==> src/rtl/piso_ce_driver_if.sv <==
// Load handshake and serial capture-stage bus for piso_ce_driver.
// master = the side offering words, slave = the serialiser itself.
interface piso_ce_driver_if #(
  parameter int WIDTH = 8
);
  logic             load_valid;
  logic             load_ready;
  logic [WIDTH-1:0] load_data;
  logic             flush;
  logic             ser_data;
  logic             ser_enable;
  logic             clr_out;
  logic             busy;
  logic             done;

  modport master (
    output load_valid, load_data, flush,
    input  load_ready, ser_data, ser_enable, clr_out, busy, done
  );

  modport slave (
    input  load_valid, load_data, flush,
    output load_ready, ser_data, ser_enable, clr_out, busy, done
  );
endinterface

==> src/rtl/piso_ce_driver.sv <==
// Parallel-in serial-out driver for a latch/flip-flop capture stage.
// Words accepted over valid/ready are shifted out MSB first on ser_data.
// A one-cycle ser_enable strobe occurs every DIV clocks while a word is in flight.
// clr_out holds the capture stage clear for two cycles after every reset.
// All outputs come straight from flops, computed from next-state values.
module piso_ce_driver #(
  parameter int WIDTH = 8,
  parameter int DIV   = 4
) (
  input  logic                 clk,
  input  logic                 rst_n,
  piso_ce_driver_if.slave      bus
);

  localparam int DIV_W = (DIV > 1) ? $clog2(DIV) : 1;
  localparam int BIT_W = $clog2(WIDTH + 1);
  localparam logic [DIV_W-1:0] DIV_LAST = DIV_W'(DIV - 1);
  localparam logic [BIT_W-1:0] BIT_LAST = BIT_W'(WIDTH - 1);

  typedef enum logic [1:0] {
    ST_CLR   = 2'd0,
    ST_IDLE  = 2'd1,
    ST_SHIFT = 2'd2
  } state_t;

  state_t             state_r,     state_s;
  logic [WIDTH-1:0]   shift_r,     shift_s;
  logic [DIV_W-1:0]   div_cnt_r,   div_cnt_s;
  logic [BIT_W-1:0]   bit_cnt_r,   bit_cnt_s;
  logic               clr_cnt_r,   clr_cnt_s;
  logic               done_s;

  logic               ser_data_r,   ser_data_s;
  logic               ser_enable_r, ser_enable_s;
  logic               clr_out_r,    clr_out_s;
  logic               busy_r,       busy_s;
  logic               done_r;
  logic               load_ready_r, load_ready_s;

  // Next-state logic: clear sequencing, word accept, bit timing and flush.
  always_comb begin
    state_s   = state_r;
    shift_s   = shift_r;
    div_cnt_s = div_cnt_r;
    bit_cnt_s = bit_cnt_r;
    clr_cnt_s = clr_cnt_r;
    done_s    = 1'b0;
    case (state_r)
      ST_CLR: begin
        // flush and load_valid are deliberately ignored while clearing
        if (clr_cnt_r == 1'b1) begin
          state_s   = ST_IDLE;
          clr_cnt_s = 1'b0;
        end else begin
          clr_cnt_s = 1'b1;
        end
      end
      ST_IDLE: begin
        // flush outranks load_valid so no word is taken in a flush cycle
        if (bus.load_valid && !bus.flush) begin
          state_s   = ST_SHIFT;
          shift_s   = bus.load_data;
          div_cnt_s = {DIV_W{1'b0}};
          bit_cnt_s = {BIT_W{1'b0}};
        end else begin
          state_s   = ST_IDLE;
        end
      end
      ST_SHIFT: begin
        if (bus.flush) begin
          state_s = ST_IDLE;
        end else if (div_cnt_r == DIV_LAST) begin
          // this cycle carried a strobe: advance to the next bit
          shift_s   = {shift_r[WIDTH-2:0], 1'b0};
          div_cnt_s = {DIV_W{1'b0}};
          if (bit_cnt_r == BIT_LAST) begin
            state_s = ST_IDLE;
            done_s  = 1'b1;
          end else begin
            bit_cnt_s = bit_cnt_r + BIT_W'(1);
          end
        end else begin
          div_cnt_s = div_cnt_r + DIV_W'(1);
        end
      end
      default: begin
        state_s = ST_CLR;
      end
    endcase
  end

  // Output decode from the next state so every output is a plain flop.
  always_comb begin
    clr_out_s    = (state_s == ST_CLR);
    load_ready_s = (state_s == ST_IDLE);
    busy_s       = (state_s == ST_SHIFT);
    if (state_s == ST_SHIFT) begin
      ser_data_s   = shift_s[WIDTH-1];
      ser_enable_s = (div_cnt_s == DIV_LAST);
    end else begin
      ser_data_s   = 1'b0;
      ser_enable_s = 1'b0;
    end
  end

  // State, datapath and output registers; reset restarts the clear sequence.
  always_ff @(posedge clk or negedge rst_n) begin
    if (!rst_n) begin
      state_r      <= ST_CLR;
      shift_r      <= {WIDTH{1'b0}};
      div_cnt_r    <= {DIV_W{1'b0}};
      bit_cnt_r    <= {BIT_W{1'b0}};
      clr_cnt_r    <= 1'b0;
      ser_data_r   <= 1'b0;
      ser_enable_r <= 1'b0;
      clr_out_r    <= 1'b1;
      busy_r       <= 1'b0;
      done_r       <= 1'b0;
      load_ready_r <= 1'b0;
    end else begin
      state_r      <= state_s;
      shift_r      <= shift_s;
      div_cnt_r    <= div_cnt_s;
      bit_cnt_r    <= bit_cnt_s;
      clr_cnt_r    <= clr_cnt_s;
      ser_data_r   <= ser_data_s;
      ser_enable_r <= ser_enable_s;
      clr_out_r    <= clr_out_s;
      busy_r       <= busy_s;
      done_r       <= done_s;
      load_ready_r <= load_ready_s;
    end
  end

  assign bus.ser_data   = ser_data_r;
  assign bus.ser_enable = ser_enable_r;
  assign bus.clr_out    = clr_out_r;
  assign bus.busy       = busy_r;
  assign bus.done       = done_r;
  assign bus.load_ready = load_ready_r;

endmodule
==> src/flat_wrapper.sv <==
// flat-port wrapper written by rule: the top's interface ports become plain ports
module piso_ce_driver_flat 
#(
  parameter int WIDTH = 8,
  parameter int DIV   = 4
)
  (clk, rst_n, bus_load_valid, bus_load_data, bus_flush, bus_load_ready, bus_ser_data, bus_ser_enable, bus_clr_out, bus_busy, bus_done);
  piso_ce_driver_if #(.WIDTH(WIDTH)) bus_i ();
  input  logic clk;
  input  logic rst_n;
  input wire logic [$bits(bus_i.load_valid)-1:0] bus_load_valid;
  input wire logic [$bits(bus_i.load_data)-1:0] bus_load_data;
  input wire logic [$bits(bus_i.flush)-1:0] bus_flush;
  output wire logic [$bits(bus_i.load_ready)-1:0] bus_load_ready;
  output wire logic [$bits(bus_i.ser_data)-1:0] bus_ser_data;
  output wire logic [$bits(bus_i.ser_enable)-1:0] bus_ser_enable;
  output wire logic [$bits(bus_i.clr_out)-1:0] bus_clr_out;
  output wire logic [$bits(bus_i.busy)-1:0] bus_busy;
  output wire logic [$bits(bus_i.done)-1:0] bus_done;
  assign bus_i.load_valid = bus_load_valid;
  assign bus_i.load_data = bus_load_data;
  assign bus_i.flush = bus_flush;
  assign bus_load_ready = bus_i.load_ready;
  assign bus_ser_data = bus_i.ser_data;
  assign bus_ser_enable = bus_i.ser_enable;
  assign bus_clr_out = bus_i.clr_out;
  assign bus_busy = bus_i.busy;
  assign bus_done = bus_i.done;
  piso_ce_driver #(.WIDTH(WIDTH), .DIV(DIV)) u_core (.clk(clk), .rst_n(rst_n), .bus(bus_i));
endmodule
==> config.mk <==
export PLATFORM = sky130hd
export DESIGN_NAME = piso_ce_driver_flat
export DESIGN_NICKNAME = d
export VERILOG_FILES = /design/src/rtl/piso_ce_driver_if.sv /design/src/rtl/piso_ce_driver.sv /design/src/flat_wrapper.sv
export SDC_FILE = /design/constraint.sdc
export NUM_CORES = 1
export LEC_CHECK = 0
export CAP_MARGIN = 25
export CORE_AREA = 3 3 58 50
export DETAILED_ROUTE_END_ITERATION = 16
export DIE_AREA = 0 0 61 53
export PLACE_DENSITY_LB_ADDON = 0.05
export SYNTH_ARGS = -nofsm -noshare
export SYNTH_HDL_FRONTEND = slang
export SYNTH_SLANG_ARGS = --single-unit
==> constraint.sdc <==
create_clock -name clk -period 2.4 [get_ports clk]
set_clock_uncertainty 0.2 [all_clocks]
set_input_delay 0.48 -clock clk [delete_from_list [all_inputs] [get_ports clk]]
set_output_delay 0.48 -clock clk [all_outputs]
set_load 0.02 [all_outputs]
==> results.py, run 1 <==
metrics = {
    "run_status": {
        "outcome": "completed",
    },
    "place": {
        "dp_hpwl_mm": 1.784,
        "pre_cts_ws_ns": -0.001110,
        "place_congestion": 0.8269,
        "post_dp_cell_area_um2": 1434,
        "portBuffers": 17,
    },
    "critical_path": {
        "cp.required_ns": 2.44,
        "worst_path_largest_cell_delay_ns": 0.57,
        "crit_chain": "inv_1 > ha_1 > a221o_1 > o2bb2ai_1 > nor2b_1",
        "slowest_stage": "a221o_1",
        "worstPathArrival_ns": 2.26,
        "crit_path_end": "u_core.bus.ser_data",
        "startpoint": "u_core.state_r[0]",
        "r2r_slack_ns": 0.18,
        "cp-end-kind": "flop",
        "reg2regPathDepth": 5,
        "crit_type": "reg -> reg",
        "timing.rr.start": "u_core.state_r[0]",
        "regToRegEndpoint": "u_core.bus.ser_data",
        "cp-start-kind": "flop",
        "critPathMaxFanout": 13,
    },
    "yosys": {
        "avgSynthCellArea_um2": 10.96,
        "postSynthCellCount": 112,
        "synth_fp_nets": 130,
        "ys_seq_elements": 23,
        "synth_top_flop_cell": "dfrtp_1",
        "yosysMostFrequentCell": "dfrtp_1",
        "synth_edf_count": 0,
        "synthTopCellsByArea": "dfrtp_1, a221oi_2, ha_1, nor2_1, nand2_1",
        "synth_cell_types": 35,
        "synthTopCellsByCount": "dfrtp_1, nor2_1, nand2_1",
        "synth_top_area_share_pct": 44.85,
        "async_flop_share_pct": 100.0,
        "ys_seq_area_share_pct": 46.99,
        "ys_warn_count": 0,
        "synthesis.area_um2": 1227,
        "synth.largest_area_cell": "dfrtp_1",
    },
    "power_and_ir_drop": {
        "seq_power_share_pct": 39.2,
        "power_w": 0.001583,
        "switchingPower_w": 0.0006405,
        "combPwrFrac_pct": 49.6,
        "intPower_w": 0.0009421,
        "vdd_drop_max_mv": 0.5383,
        "p_leak_nw": 0.6680,
        "p_per_area_nw_per_um2": 1082,
        "clkPwrFrac_pct": 11.2,
        "switching_share_pct": 40.47,
    },
    "floorplan": {
        "die-area_um2": 3233,
        "core_area_um2": 2382,
        "start_util_pct": 51.52,
        "die_width_um": 61,
        "ios": 18,
        "num_rows": 16,
        "dieHeight_um": 53,
    },
    "routing": {
        "postRouteAntennaNets": 0,
        "vias_per_cell": 5.931,
        "drc": 0,
        "drt_wl_total_mm": 2.467,
        "wl_per_cell_um": 15.52,
        "firstDrtPassIters": 4,
        "vias": 943,
        "drt-initial-drc-count": 43,
    },
    "clocking": {
        "cts_root_buf": "clkbuf_4",
        "hold_buffers": 0,
        "cts_sinks": 23,
        "htreeDepth": 1,
        "cts.path.max_buffers": 2,
        "clk_latency_ns": 0.30,
        "numCtsBuffers": 3,
        "path_clk_slew_ns": 0.12,
        "cts_tree": "done",
    },
    "global_route": {
        "antenna_found_initial": 0,
        "grt_pass1_vias": 936,
        "grt_pass1_wl_mm": 4.236,
        "grt_usage_pct": 17.89,
        "overflow": 0,
        "grt_max_degree": 24,
    },
    "cells_and_area": {
        "area_delta_synth_final_pct": 19.16,
        "fin_area_um2": 1463,
        "multi_input_area_um2": 585.6,
        "diodes": 0,
        "ff_latch_area_um2": 576.8,
        "drive_gt1_share_pct": 15.15,
        "nets": 151,
        "fill_cells": 211,
        "postLayoutCoreUtil_pct": 61.40,
    },
    "sta": {
        "fmax_mhz": 450.5,
        "rsz0062_at_grt": "no",
        "min_period_ns": 2.220,
        "hold_violations": 0,
        "max_slew_margin_pct": 64.79,
        "finalCritPeriodShare_pct": 92.49,
        "drv_slew": 0,
        "setup_viol": 0,
        "tns_ns": 0,
        "setup_ws_ns": 0.1802,
        "worst_slew_pin_slew_ns": 0.5280,
    },
    "job": {
        "drv_cap": 0,
    },
    "worst_hold_path": {
        "min_path_type": "reg -> reg",
    },
}
==> flip-flops by register name, indices dropped and copies added, names as in the netlist <==
| register | cells |
|---|---|
| u_core.shift_r | 8 |
| u_core.bit_cnt_r | 4 |
| u_core.div_cnt_r | 2 |
| u_core.state_r | 2 |
| u_core.bus.busy | 1 |
| u_core.bus.clr_out | 1 |
| u_core.bus.done | 1 |
| u_core.bus.load_ready | 1 |
| u_core.bus.ser_data | 1 |
| u_core.bus.ser_enable | 1 |
| u_core.clr_cnt_r | 1 |
==> per-layer routing <==
metal,part of all wire (%),routed length [um],GRT usage (%),vias to the layer above
met5,0,0,0,-
met3,4.8,119,4.390,2
li1,-,-,-,452
met2,47,1163,30.60,23
met4,0.53,13,2.166,0
met1,47,1170,23.34,466
==> power by group through the flow <==
stage / registers (W) / clock network [W] / logic (W)
floorplan: 0.000638 / 0 / 0.000548
global placement: 0.000624 / 0 / 0.000752
detailed placement: 0.000629 / 0 / 0.000778
CTS: 0.000620 / 0.000186 / 0.000786
global route: 0.000638 / 0.000206 / 0.000869
finish: 0.000621 / 0.000177 / 0.000785
==> how the worst min path moves through the flow <==
stage	from	to	slack (ns)	cells after the start
2_1_floorplan	rst_n	u_core.bit_cnt_r[0]	-0.02	0
3_3_place_gp	u_core.clr_cnt_r	u_core.clr_cnt_r	0.27	1
3_5_place_dp	u_core.shift_r[7]	u_core.shift_r[7]	0.27	1
4_1_cts	u_core.clr_cnt_r	u_core.clr_cnt_r	0.30	1
5_1_grt	u_core.clr_cnt_r	u_core.clr_cnt_r	0.31	1
6_report	u_core.clr_cnt_r	u_core.clr_cnt_r	0.30	1
==> stage by stage <==
stage	cells	hold WS, ns
3_5_place_dp	155	0.2734
6_report	159	0.3047
5_1_grt	159	0.3111
2_1_floorplan	112	-0.01559
3_3_place_gp	155	0.2655
4_1_cts	159	0.3007
==> worst max-delay path: cells and delay by family, from the launching register on <==
| kind | cells | cell delay, ns |
|---|---|---|
| compound gates | 2 | 0.78 |
| flops | 1 | 0.46 |
| fa+ha+maj | 1 | 0.46 |
| simple gates | 1 | 0.15 |
| buf+inv | 1 | 0.11 |
==> cells in the final DEF, fill, tap and decap left out, types with 3 or more instances in the layout <==
cell / count
buf_4: 4
ha_1: 6
nor2_1: 13
nand3_1: 3
a22o_1: 4
o21ai_0: 4
nor2b_1: 4
nand3b_1: 3
clkdlybuf4s50_1: 17
inv_1: 5
dfrtp_1: 22
a221oi_2: 7
clkbuf_4: 3
nand2_1: 10
==> area by class of cell <==
cell class / instances / share of cell area [%]
clock buffers: 3 / 1.540
multi-input cells: 78 / 40.03
clock inverters: 1 / 0.3422
inverters: 5 / 1.283
repair buffers: 22 / 15.06
well taps: 27 / 2.310
flip-flops and latches: 23 / 39.44
==> cells by family after synthesis <==
family | Yosys count | synth area share, %
compound gates | 27 | 20.80
flops | 23 | 46.99
simple gates | 44 | 19.98
xor+xnor | 1 | 0.7137
buf+inv | 11 | 5.402
fa+ha+maj | 6 | 6.116
==> what timing repair did <==
action | in CTS | in global routing
resized for setup | 0 | 1
endpoints found under the setup margin | 0 | 1
setup buffers | 0 | 0
Note: power is estimated with default switching activity, not from simulation.
==> inputs of run 2 (changes only) <==
--- a/config.mk
+++ b/config.mk
@@ -5,10 +5,11 @@
 export SDC_FILE = /design/constraint.sdc
 export NUM_CORES = 1
 export LEC_CHECK = 0
-export CAP_MARGIN = 25
+export CAP_MARGIN = 20
 export CORE_AREA = 3 3 58 50
 export DETAILED_ROUTE_END_ITERATION = 16
 export DIE_AREA = 0 0 61 53
+export HOLD_SLACK_MARGIN = 0.1
 export PLACE_DENSITY_LB_ADDON = 0.05
 export SYNTH_ARGS = -nofsm -noshare
 export SYNTH_HDL_FRONTEND = slang
==> results of run 2 <==
Final layout, timing and power as in run 1 (identical DEF).
